File: src/rtl/fitness_feeder_if.sv
// Population-RAM read port and fitness-evaluator write/stream port, as seen from the feeder.
interface fitness_feeder_if #(
    parameter int DATA_WIDTH        = 4,
    parameter int INDIVIDUAL_LENGTH = 22,
    parameter int IDX_WIDTH         = 8
);
    logic                         pop_rd_en_o;
    logic [IDX_WIDTH-1:0]         pop_rd_addr_o;
    logic [INDIVIDUAL_LENGTH-1:0] pop_rd_data_i;
    logic                         wr_self_energy_valid_o;
    logic [DATA_WIDTH-1:0]        self_energy_o;
    logic                         wr_interact_valid_o;
    logic [DATA_WIDTH-1:0]        interact_energy_o;
    logic                         in_valid_o;
    logic [INDIVIDUAL_LENGTH-1:0] individual_vec_o;
    logic [IDX_WIDTH-1:0]         ind_idx_o;
    logic                         eval_out_valid_i;

    modport master (
        output pop_rd_en_o, pop_rd_addr_o,
        output wr_self_energy_valid_o, self_energy_o,
        output wr_interact_valid_o, interact_energy_o,
        output in_valid_o, individual_vec_o, ind_idx_o,
        input  pop_rd_data_i, eval_out_valid_i
    );

    modport slave (
        input  pop_rd_en_o, pop_rd_addr_o,
        input  wr_self_energy_valid_o, self_energy_o,
        input  wr_interact_valid_o, interact_energy_o,
        input  in_valid_o, individual_vec_o, ind_idx_o,
        output pop_rd_data_i, eval_out_valid_i
    );
endinterface

File: src/rtl/fitness_feeder.sv
// Loads evaluator energy tables, streams the population with index tags, and
// signals done once every individual has been scored.
//   state   | meaning
//   IDLE    | waiting for start_i
//   LOAD_SE | writing self-energy entries 0..N-1
//   LOAD_IE | writing interaction entries row-major 0..N*N-1
//   STREAM  | one population read per cycle, addr 0..POP_SIZE-1
//   DRAIN   | all reads issued, waiting for remaining results
module fitness_feeder #(
    parameter int NUM_PARTICLE_TYPE = 3,
    parameter int DATA_WIDTH        = 4,
    parameter int PARTICLE_LENGTH   = 2,
    parameter int LATTICE_LENGTH    = 11,
    parameter int INDIVIDUAL_LENGTH = LATTICE_LENGTH * PARTICLE_LENGTH,
    parameter int POP_SIZE          = 50,
    parameter int IDX_WIDTH         = 8
) (
    input  logic                                                  clk_i,
    input  logic                                                  rst_n,
    input  logic                                                  start_i,
    input  logic                                                  cfg_skip_i,
    input  logic                                                  abort_i,
    input  logic [NUM_PARTICLE_TYPE*DATA_WIDTH-1:0]               self_energy_vec_i,
    input  logic [NUM_PARTICLE_TYPE*NUM_PARTICLE_TYPE*DATA_WIDTH-1:0] interact_matrix_i,
    fitness_feeder_if.master                                      bus,
    output logic                                                  busy_o,
    output logic                                                  done_o
);
    localparam int SE_W = NUM_PARTICLE_TYPE * DATA_WIDTH;
    localparam int IE_W = NUM_PARTICLE_TYPE * NUM_PARTICLE_TYPE * DATA_WIDTH;
    localparam logic [IDX_WIDTH-1:0] SE_LAST  = IDX_WIDTH'(NUM_PARTICLE_TYPE - 1);
    localparam logic [IDX_WIDTH-1:0] IE_LAST  = IDX_WIDTH'(NUM_PARTICLE_TYPE * NUM_PARTICLE_TYPE - 1);
    localparam logic [IDX_WIDTH-1:0] ADR_LAST = IDX_WIDTH'(POP_SIZE - 1);
    localparam logic [IDX_WIDTH:0]   RES_FULL = (IDX_WIDTH + 1)'(POP_SIZE);

    typedef enum logic [2:0] {IDLE, LOAD_SE, LOAD_IE, STREAM, DRAIN} state_t;

    state_t                 state_q, state_d;
    logic [IDX_WIDTH-1:0]   cnt_q, cnt_d;
    logic [IDX_WIDTH:0]     res_q, res_d;
    logic [SE_W-1:0]        se_q, se_d;
    logic [IE_W-1:0]        ie_q, ie_d;
    logic                   done_d;
    logic                   rd_pend_q;
    logic [IDX_WIDTH-1:0]   rd_addr_q;

    always_comb begin
        state_d = state_q;
        cnt_d   = cnt_q;
        res_d   = res_q;
        se_d    = se_q;
        ie_d    = ie_q;
        done_d  = 1'b0;
        case (state_q)
            IDLE: if (start_i) begin
                se_d    = self_energy_vec_i;
                ie_d    = interact_matrix_i;
                cnt_d   = '0;
                res_d   = '0;
                state_d = cfg_skip_i ? STREAM : LOAD_SE;
            end
            LOAD_SE: if (cnt_q == SE_LAST) begin
                state_d = LOAD_IE;
                cnt_d   = '0;
            end else begin
                cnt_d = cnt_q + IDX_WIDTH'(1);
            end
            LOAD_IE: if (cnt_q == IE_LAST) begin
                state_d = STREAM;
                cnt_d   = '0;
            end else begin
                cnt_d = cnt_q + IDX_WIDTH'(1);
            end
            STREAM: if (cnt_q == ADR_LAST) begin
                state_d = DRAIN;
            end else begin
                cnt_d = cnt_q + IDX_WIDTH'(1);
            end
            DRAIN:   ;
            default: state_d = IDLE;
        endcase
        // Results may land in any busy state; the last one ends the run wherever we are.
        if (state_q != IDLE && bus.eval_out_valid_i) begin
            res_d = res_q + (IDX_WIDTH + 1)'(1);
            if (res_d == RES_FULL) begin
                done_d  = 1'b1;
                state_d = IDLE;
            end
        end
        if (abort_i) begin
            state_d = IDLE;
            cnt_d   = cnt_q;
            res_d   = res_q;
            se_d    = se_q;
            ie_d    = ie_q;
            done_d  = 1'b0;
        end
    end

    always_ff @(posedge clk_i or negedge rst_n) begin
        if (!rst_n) begin
            state_q                    <= IDLE;
            cnt_q                      <= '0;
            res_q                      <= '0;
            se_q                       <= '0;
            ie_q                       <= '0;
            rd_pend_q                  <= 1'b0;
            rd_addr_q                  <= '0;
            busy_o                     <= 1'b0;
            done_o                     <= 1'b0;
            bus.wr_self_energy_valid_o <= 1'b0;
            bus.self_energy_o          <= '0;
            bus.wr_interact_valid_o    <= 1'b0;
            bus.interact_energy_o      <= '0;
            bus.pop_rd_en_o            <= 1'b0;
            bus.pop_rd_addr_o          <= '0;
            bus.in_valid_o             <= 1'b0;
            bus.individual_vec_o       <= '0;
            bus.ind_idx_o              <= '0;
        end else begin
            state_q                    <= state_d;
            cnt_q                      <= cnt_d;
            res_q                      <= res_d;
            se_q                       <= se_d;
            ie_q                       <= ie_d;
            busy_o                     <= (state_d != IDLE);
            done_o                     <= done_d;
            bus.wr_self_energy_valid_o <= (state_d == LOAD_SE);
            bus.self_energy_o          <= (state_d == LOAD_SE) ?
                                          DATA_WIDTH'(se_d >> (cnt_d * DATA_WIDTH)) : '0;
            bus.wr_interact_valid_o    <= (state_d == LOAD_IE);
            bus.interact_energy_o      <= (state_d == LOAD_IE) ?
                                          DATA_WIDTH'(ie_d >> (cnt_d * DATA_WIDTH)) : '0;
            bus.pop_rd_en_o            <= (state_d == STREAM);
            bus.pop_rd_addr_o          <= (state_d == STREAM) ? cnt_d : '0;
            // RAM data lands one cycle after the read; dropping to IDLE discards it.
            rd_pend_q                  <= bus.pop_rd_en_o && (state_d != IDLE);
            rd_addr_q                  <= bus.pop_rd_addr_o;
            bus.in_valid_o             <= rd_pend_q && (state_d != IDLE);
            bus.individual_vec_o       <= (rd_pend_q && state_d != IDLE) ? bus.pop_rd_data_i : '0;
            bus.ind_idx_o              <= (rd_pend_q && state_d != IDLE) ? rd_addr_q : '0;
        end
    end
endmodule

File: src/flat_wrapper.sv
// flat-port wrapper written by rule: the top's interface ports become plain ports
module fitness_feeder_flat 
#(
    parameter int NUM_PARTICLE_TYPE = 3,
    parameter int DATA_WIDTH        = 4,
    parameter int PARTICLE_LENGTH   = 2,
    parameter int LATTICE_LENGTH    = 11,
    parameter int INDIVIDUAL_LENGTH = LATTICE_LENGTH * PARTICLE_LENGTH,
    parameter int POP_SIZE          = 50,
    parameter int IDX_WIDTH         = 8
)
  (clk_i, rst_n, start_i, cfg_skip_i, abort_i, self_energy_vec_i, interact_matrix_i, busy_o, done_o, bus_pop_rd_en_o, bus_pop_rd_addr_o, bus_wr_self_energy_valid_o, bus_self_energy_o, bus_wr_interact_valid_o, bus_interact_energy_o, bus_in_valid_o, bus_individual_vec_o, bus_ind_idx_o, bus_pop_rd_data_i, bus_eval_out_valid_i);
  fitness_feeder_if #(.DATA_WIDTH(DATA_WIDTH), .INDIVIDUAL_LENGTH(INDIVIDUAL_LENGTH), .IDX_WIDTH(IDX_WIDTH)) bus_i ();
  input  logic clk_i;
  input  logic rst_n;
  input  logic start_i;
  input  logic cfg_skip_i;
  input  logic abort_i;
  input  logic [NUM_PARTICLE_TYPE*DATA_WIDTH-1:0] self_energy_vec_i;
  input  logic [NUM_PARTICLE_TYPE*NUM_PARTICLE_TYPE*DATA_WIDTH-1:0] interact_matrix_i;
  output logic busy_o;
  output logic done_o;
  output wire logic [$bits(bus_i.pop_rd_en_o)-1:0] bus_pop_rd_en_o;
  output wire logic [$bits(bus_i.pop_rd_addr_o)-1:0] bus_pop_rd_addr_o;
  output wire logic [$bits(bus_i.wr_self_energy_valid_o)-1:0] bus_wr_self_energy_valid_o;
  output wire logic [$bits(bus_i.self_energy_o)-1:0] bus_self_energy_o;
  output wire logic [$bits(bus_i.wr_interact_valid_o)-1:0] bus_wr_interact_valid_o;
  output wire logic [$bits(bus_i.interact_energy_o)-1:0] bus_interact_energy_o;
  output wire logic [$bits(bus_i.in_valid_o)-1:0] bus_in_valid_o;
  output wire logic [$bits(bus_i.individual_vec_o)-1:0] bus_individual_vec_o;
  output wire logic [$bits(bus_i.ind_idx_o)-1:0] bus_ind_idx_o;
  input wire logic [$bits(bus_i.pop_rd_data_i)-1:0] bus_pop_rd_data_i;
  input wire logic [$bits(bus_i.eval_out_valid_i)-1:0] bus_eval_out_valid_i;
  assign bus_pop_rd_en_o = bus_i.pop_rd_en_o;
  assign bus_pop_rd_addr_o = bus_i.pop_rd_addr_o;
  assign bus_wr_self_energy_valid_o = bus_i.wr_self_energy_valid_o;
  assign bus_self_energy_o = bus_i.self_energy_o;
  assign bus_wr_interact_valid_o = bus_i.wr_interact_valid_o;
  assign bus_interact_energy_o = bus_i.interact_energy_o;
  assign bus_in_valid_o = bus_i.in_valid_o;
  assign bus_individual_vec_o = bus_i.individual_vec_o;
  assign bus_ind_idx_o = bus_i.ind_idx_o;
  assign bus_i.pop_rd_data_i = bus_pop_rd_data_i;
  assign bus_i.eval_out_valid_i = bus_eval_out_valid_i;
  fitness_feeder #(.NUM_PARTICLE_TYPE(NUM_PARTICLE_TYPE), .DATA_WIDTH(DATA_WIDTH), .PARTICLE_LENGTH(PARTICLE_LENGTH), .LATTICE_LENGTH(LATTICE_LENGTH), .INDIVIDUAL_LENGTH(INDIVIDUAL_LENGTH), .POP_SIZE(POP_SIZE), .IDX_WIDTH(IDX_WIDTH)) u_core (.clk_i(clk_i), .rst_n(rst_n), .start_i(start_i), .cfg_skip_i(cfg_skip_i), .abort_i(abort_i), .self_energy_vec_i(self_energy_vec_i), .interact_matrix_i(interact_matrix_i), .bus(bus_i), .busy_o(busy_o), .done_o(done_o));
endmodule
File: config.mk
export PLATFORM = sky130hd
export DESIGN_NAME = fitness_feeder_flat
export DESIGN_NICKNAME = d
export VERILOG_FILES = /design/src/rtl/fitness_feeder_if.sv /design/src/rtl/fitness_feeder.sv /design/src/flat_wrapper.sv
export SDC_FILE = /design/constraint.sdc
export NUM_CORES = 1
export LEC_CHECK = 0
export CAP_MARGIN = 20
export CORE_MARGIN = 2
export CORE_UTILIZATION = 54
export CTS_CLUSTER_DIAMETER = 50
export DETAILED_ROUTE_END_ITERATION = 8
export PLACE_DENSITY = 0.93
export RECOVER_POWER = 50
export SLEW_MARGIN = 20
export SYNTH_ARGS = -nofsm -noshare
export SYNTH_HDL_FRONTEND = slang
export SYNTH_SLANG_ARGS = --single-unit
export TNS_END_PERCENT = 5
File: constraint.sdc
create_clock -name clk_i -period 7.1 [get_ports clk_i]
set_input_delay 1.42 -clock clk_i [delete_from_list [all_inputs] [get_ports clk_i]]
set_output_delay 1.42 -clock clk_i [all_outputs]
set_load 0.02 [all_outputs]
==> results of run 1 <==
## logic make-up (layout without fill, tap and decap cells)
group / count (synthesis) / count (layout) / synth area share (%)
DFF: 129 / 129 / 56.79
AOI/OAI and AO/OA: 65 / 65 / 8.629
xor gates and xnor gates: 2 / 2 / 0.3082
adders and majority gates: 6 / 6 / 1.321
and+or+nand+nor: 169 / 169 / 17.35
muxes: 64 / 64 / 12.26
buffers and inverters: 43 / 176 / 3.346
## power by group through the flow
stage | logic, mW | clock network, mW | registers [mW]
floorplan | 0.414 | 0 | 0.917
global placement | 0.559 | 0 | 0.928
detailed placement | 0.580 | 0 | 0.937
CTS | 0.587 | 0.791 | 0.926
global route | 0.640 | 0.831 | 0.940
finish | 0.593 | 0.781 | 0.928
## layout make-up
cell class                 count  area, um^2
clock buffer                  17       414.1
clock inverter                13       113.9
fill                         684        2733
inverter                      16       65.06
multi-input combinational    306        2276
sequential                   129        3228
tap                          136       170.2
timing repair buffer         130        1277
## synthesized netlist by cell type (all sizes together) (3+ instances only)
cell / count
o21a: 4
nor2b: 7
and4: 3
and3: 38
and2: 4
o21ai: 16
buf: 11
o21ba: 4
inv: 16
nand4: 3
clkbuf: 16
o31ai: 3
ha: 6
nor3: 14
nand2: 13
dfrtp: 129
nor2: 46
a31oi: 4
nand2b: 4
or2: 5
mux2i: 19
o22ai: 4
mux2: 45
nor4: 15
a211oi: 3
a21oi: 6
nand3: 9
## metrics by stage
step                hold slack [ns]  std cells
global placement             0.3616        717
finish                       0.3807        747
detailed placement           0.3718        717
floorplan                    0.4508        478
CTS                          0.3847        747
global route                 0.3929        747
## path summary, 6_finish.rpt
kind                                                       startpoint                                         to  depth (start not counted)
worst max-delay path                                          abort_i  u_core.bus.interact_energy_o[2]$_DFF_PN0_                          9
worst min-delay path            u_core.bus.pop_rd_addr_o[1]$_DFF_PN0_              u_core.rd_addr_q[1]$_DFF_PN0_                          0
worst max register to register            u_core.state_q[1]$_DFF_PN0_  u_core.bus.interact_energy_o[2]$_DFF_PN0_                          8
worst min register to register  u_core.bus.pop_rd_addr_o[1]$_DFF_PN0_              u_core.rd_addr_q[1]$_DFF_PN0_                          0
max in group asynchronous                                       rst_n          u_core.bus.ind_idx_o[4]$_DFF_PN0_                          2
min in group asynchronous                                       rst_n      u_core.bus.self_energy_o[2]$_DFF_PN0_                          1
## layer usage
layer / routed length [um] / part of all wire, %
met3: 726 / 5.3
met2: 7182 / 52
met4: 387 / 2.8
met1: 5395 / 39
met5: 0 / 0
## flip-flops by register name, indices dropped and copies added, names as in the netlist, 3 cells and up
| name | flops |
|---|---|
| u_core.state_q | 3 |
| u_core.bus.pop_rd_addr_o | 8 |
| u_core.bus.individual_vec_o | 22 |
| u_core.bus.self_energy_o | 4 |
| u_core.se_q | 12 |
| u_core.bus.interact_energy_o | 4 |
| u_core.cnt_q | 8 |
| u_core.bus.ind_idx_o | 8 |
| u_core.res_q | 9 |
| u_core.rd_addr_q | 8 |
| u_core.ie_q | 36 |
## critical path, stage by stage
cell and delay, ns:
dlygate4sd3_1 0.70, nor2_1 0.17, nand3_2 0.10, clkbuf_1 1.94, mux2_2 0.50, mux2i_1 0.14
nor3_1 0.07, nor4_1 0.36, o22ai_1 0.14
==> flow_metrics.py, run 1 <==
metrics = {
    "clocking": {
        "cts_root_buf": "clkbuf_8",
        "cts.repair.resized": 0,
        "clkSinkCount": 129,
        "clock_latency_ns": 0.53,
        "clk_path_buf_depth": 2,
        "cts_made_buffers": 17,
        "path_clk_slew_ns": 0.06,
        "holdBufCountCts": 0,
        "cts_tree": "done",
        "h-tree-depth": 4,
        "cts_setup_buffers": 0,
    },
    "outcome": {
        "violations": "capacitance limit, slew limit",
        "status": "finished, violations left",
    },
    "power_and_ir_drop": {
        "p_sw_uw": 722.6,
        "p_leak_nw": 3.529,
        "clock_power_share_pct": 33.9,
        "power_frac_seq_pct": 40.3,
        "p_comb_share_pct": 25.8,
        "vdd_drop_max_mv": 0.2477,
        "internal_power_mw": 1.580,
        "p_per_area_nw_per_um2": 305.2,
        "switching_share_pct": 31.38,
        "finalPower_mw": 2.303,
    },
    "timing": {
        "slew_violations": 184,
        "fin_crit_ns": 5.201,
        "timing.fmax_ghz": 0.1923,
        "fin_ws_ns": 1.899,
        "finalHoldViolations": 0,
        "fin_crit_sh_pct": 73.25,
        "worst_pin_slew_ns": 2.769,
        "setup_violations": 0,
        "fin_skew_ns": 0.008321,
        "relSlewSlack_pct": -84.58,
        "final.setup.tns_ns": 0,
        "rsz0062_at_grt": "no",
    },
    "routing": {
        "dr.pass1.iters": 6,
        "vias": 4278,
        "viasPerCell": 5.727,
        "remaining_drc_errors": 0,
        "final_antenna_net_count": 0,
        "wl_per_cell_um": 18.33,
        "drt_iter0_drc": 258,
        "wl_um": 13690,
    },
    "synth": {
        "syn_area_per_cell_um2": 11.89,
        "synthCells": 478,
        "synthFlopType": "dfrtp_1",
        "synth_nets": 560,
        "ys_async_sr_fraction_pct": 100.0,
        "seq_area_frac_synth_pct": 56.79,
        "netlist_area_um2": 5684,
        "synth_top_area_share_pct": 56.79,
        "synth_edf_count": 0,
        "ys_types": 70,
        "ys_warn_count": 0,
        "yosysTopAreaCell": "dfrtp_1",
        "synth-seq-cells": 129,
        "ys_top_cells_by_area": "dfrtp_1 57%, mux2_2 8.9%, and3_1 3.6%, mux2i_1 3.3%, nor2_1 2.9%",
    },
    "grt": {
        "grtUsageMet2_pct": 42.22,
        "grt-ovfl-total": 0,
        "grt_busiest_layer": "met2",
        "antenna_found_initial": 0,
        "gr-usage-met3_pct": 6.018,
        "grt_pass1_wl_um": 21610,
        "gr-usage-all-layers_pct": 24.97,
        "grt_pass1_vias": 4184,
        "grt_max_degree": 83,
        "grt_use_met1_pct": 30.95,
    },
    "placed_design": {
        "place.port_buffers": 127,
        "dp_hpwl_um": 9470,
        "place_area_um2": 7025,
        "gp_congestion": 0.8799,
        "pre_cts_ws_ns": 2.237,
    },
    "finish": {
        "finalInstanceArea_um2": 7545,
        "nets": 682,
        "final_cell_mix": "129 x dfrtp_1, 118 x clkdlybuf4s50_1, 45 x mux2_2",
        "antennaDiodeCount": 0,
        "layout_commonest_cell": "dfrtp_1",
        "drive_above_1_share_pct": 16.86,
        "final_core_util_pct": 73.41,
        "area_growth_pct": 32.73,
    },
    "hold_path": {
        "hold_path.class": "flop to flop",
    },
    "critical_path": {
        "critPathRequiredTime_ns": 7.49,
        "end_kind": "flop",
        "path_class": "input pin to flop",
        "cp.arrival_ns": 5.59,
        "cp-start-kind": "input pin",
        "crit_fanout": 51,
        "reg2reg_slack_ns": 2.91,
    },
    "die": {
        "rows": 37,
        "die_h_um": 106.6,
        "coreArea_um2": 10280,
        "die_x_um": 106.6,
        "start_util_pct": 55.31,
        "die_area_um2": 11360,
        "ios": 128,
    },
    "run": {
        "cap_violations": 3,
    },
}
No activity file was read; power rests on OpenSTA's default activity.
==> run 2: changes to the inputs <==
Settings changed: CORE_UTILIZATION 54 to 50, PLACE_DENSITY 0.93 to 0.87.
Clock period 7.1 ns to 4.89 ns, I/O delays scaled along.
==> flow_metrics.py, run 2 (synthesis results as in run 1) <==
metrics = {
    "critical_path": {
        "cp_cell_sequence": "clkdlybuf4s50_1 -> nor2_1 -> nand3_2 -> mux2_2 -> mux2i_1 -> nor3_1 -> nor4_1 -> o22ai_1",
        "end_kind": "flop",
        "cp_slowest_stage_delay_ns": 0.63,
        "reg2reg_slack_ns": 1.72,
        "cp-start-kind": "input pin",
        "crit_fanout": 29,
        "worstRegToRegCells": 10,
        "rr_endpoint": "u_core.bus.interact_energy_o[2]$_DFF_PN0_",
        "critPathRequiredTime_ns": 5.16,
        "regToRegStartpoint": "u_core.cnt_q[2]$_DFF_PN0_",
        "cp.arrival_ns": 3.88,
        "critPathSlowestCell": "nand3_2",
        "path_class": "input pin to flop",
    },
    "outcome": {
        "violations": "capacitance limit, slew limit",
        "status": "finished, violations left",
    },
    "hold_path": {
        "hold_path.class": "flop to flop",
        "hold_depth": 0,
        "hold-path-endpoint": "u_core.rd_addr_q[7]$_DFF_PN0_",
        "hp-start": "u_core.bus.pop_rd_addr_o[7]$_DFF_PN0_",
    },
    "timing": {
        "relSlewSlack_pct": -119.4,
        "rsz0062_at_grt": "no",
        "fin_skew_ns": 0.01091,
        "slew_violations": 63,
        "final.setup.tns_ns": 0,
        "fin_ws_ns": 1.288,
        "worst_pin_slew_ns": 3.291,
        "finalHoldViolations": 0,
        "fin_crit_sh_pct": 73.67,
        "fin_crit_ns": 3.602,
        "timing.fmax_ghz": 0.2776,
        "setup_violations": 0,
    },
    "grt": {
        "antenna_found_initial": 0,
        "grt_pass1_wl_um": 22340,
        "grt-ovfl-total": 0,
        "grt_max_degree": 63,
        "grt_pass1_vias": 4472,
        "gr-usage-all-layers_pct": 22.96,
    },
    "clocking": {
        "path_clk_slew_ns": 0.06,
        "cts_root_buf": "clkbuf_16",
        "h-tree-depth": 4,
        "clk_path_buf_depth": 2,
        "holdBufCountCts": 0,
        "cts_made_buffers": 17,
        "cts_tree": "done",
        "cts.repair.resized": 0,
        "clkSinkCount": 129,
        "cts_setup_buffers": 0,
        "clock_latency_ns": 0.42,
    },
    "power_and_ir_drop": {
        "power_frac_seq_pct": 39.5,
        "internal_power_mw": 2.332,
        "vdd_drop_max_mv": 0.3042,
        "finalPower_mw": 3.398,
        "p_sw_mw": 1.066,
        "p_per_area_nw_per_um2": 446.4,
        "p_leak_nw": 3.611,
        "p_comb_share_pct": 25.3,
        "clock_power_share_pct": 35.2,
        "switching_share_pct": 31.36,
    },
    "placed_design": {
        "dp_hpwl_um": 9503,
        "pre_cts_ws_ns": 0.8795,
        "place.port_buffers": 127,
        "gp_congestion": 0.9126,
    },
    "finish": {
        "largest_register": "u_core.ie_q",
        "largest_reg_flops": 36,
        "top_regs": "u_core.ie_q: 36 flops, u_core.bus.individual_vec_o: 22 flops, u_core.se_q: 12 flops",
        "layout_commonest_cell": "dfrtp_1",
        "nFillCells": 795,
        "area_growth_pct": 33.92,
        "final_cell_mix": "129 x dfrtp_1, 110 x clkdlybuf4s50_1, 45 x mux2_2",
        "drive_above_1_share_pct": 17.99,
        "nets": 686,
        "antennaDiodeCount": 0,
    },
    "die": {
        "die_area_um2": 12240,
        "start_util_pct": 51.75,
        "die_x_um": 110.6,
        "die_h_um": 110.6,
        "coreArea_um2": 10980,
        "rows": 38,
        "ios": 128,
    },
    "routing": {
        "wl_per_cell_um": 17.99,
        "dr.pass1.iters": 4,
        "wl_um": 13620,
        "drt_iter0_drc": 257,
        "final_antenna_net_count": 0,
        "viasPerCell": 5.613,
        "vias": 4249,
        "remaining_drc_errors": 0,
    },
    "run": {
        "cap_violations": 1,
    },
}
==> run 2: changes by cell type in the layout (fill, tap and decap cells not counted), moves of 2 or more <==
cell / before / now
clkdlybuf4s50_1: 118 / 110
clkinvlp_4: 5 / 3
clkinv_4: 1 / 4
clkbuf_1: 3 / 1
buf_4: 0 / 7
dlygate4sd3_1: 8 / 16
==> run 2: metrics by stage <==
stage | std cells | cell area [um^2] | hold slack [ns] | util (%)
6_report | 757 | 7612 | 0.3722 | 69.31
5_1_grt | 757 | 7612 | 0.3831 | 69.31
3_3_place_gp | 725 | 7061 | 0.3622 | 64.29
3_5_place_dp | 725 | 7061 | 0.3616 | 64.29
4_1_cts | 757 | 7622 | 0.3744 | 69.40
2_1_floorplan | 478 | 5684 | 0.4508 | -
==> run 2: per-layer routing <==
metal | vias to the layer above | part of all wire, % | GRT usage (%)
met1 | 2107 | 40 | 27.39
met3 | 37 | 4.7 | 5.818
met5 | - | 0 | 0
met4 | 0 | 2.6 | 10.00
met2 | 142 | 52 | 39.39
li1 | 1963 | - | -
==> run 2: worst max path at each step <==
| stage | start | to | slack [ns] | depth (start not counted) |
|---|---|---|---|---|
| 3_5_place_dp | abort_i | u_core.bus.interact_energy_o[2]$_DFF_PN0_ | 0.88 | 8 |
| 6_report | abort_i | u_core.bus.interact_energy_o[2]$_DFF_PN0_ | 1.29 | 8 |
| 3_3_place_gp | abort_i | u_core.bus.interact_energy_o[2]$_DFF_PN0_ | 1.00 | 8 |
| 5_1_grt | rst_n | u_core.ie_q[6]$_DFF_PN0_ | 0.63 | 1 |
| 4_1_cts | abort_i | u_core.bus.interact_energy_o[2]$_DFF_PN0_ | 1.26 | 8 |
| 2_1_floorplan | abort_i | u_core.bus.interact_energy_o[2]$_DFF_PN0_ | 2.00 | 9 |
==> run 2: power groups by stage <==
stage	clock [mW]	sequential, mW	combinational (mW)
after floorplan	0	1.33	0.601
final	1.19	1.34	0.861
after global placement	0	1.34	0.827
after CTS	1.20	1.34	0.864
after global routing	1.26	1.36	0.929
after detailed placement	0	1.36	0.852
==> run 2: worst max-delay path, delay by kind of cell <==
kind / cells / cell delay (ns)
muxes: 2 / 0.71
and+or+nand+nor: 4 / 1.44
buffers and inverters: 1 / 0.57
AOI/OAI and AO/OA: 1 / 0.16
==> run 2: final cells by class <==
| class | instances | area (um^2) | share of cell area [%] |
|---|---|---|---|
| clock inverters | 15 | 136.4 | 1.792 |
| flip-flops and latches | 129 | 3228 | 42.41 |
| clock buffers | 17 | 425.4 | 5.588 |
| inverters | 16 | 65.06 | 0.8547 |
| multi-input cells | 306 | 2265 | 29.75 |
| repair buffers | 134 | 1318 | 17.31 |
| well taps | 140 | 175.2 | 2.301 |
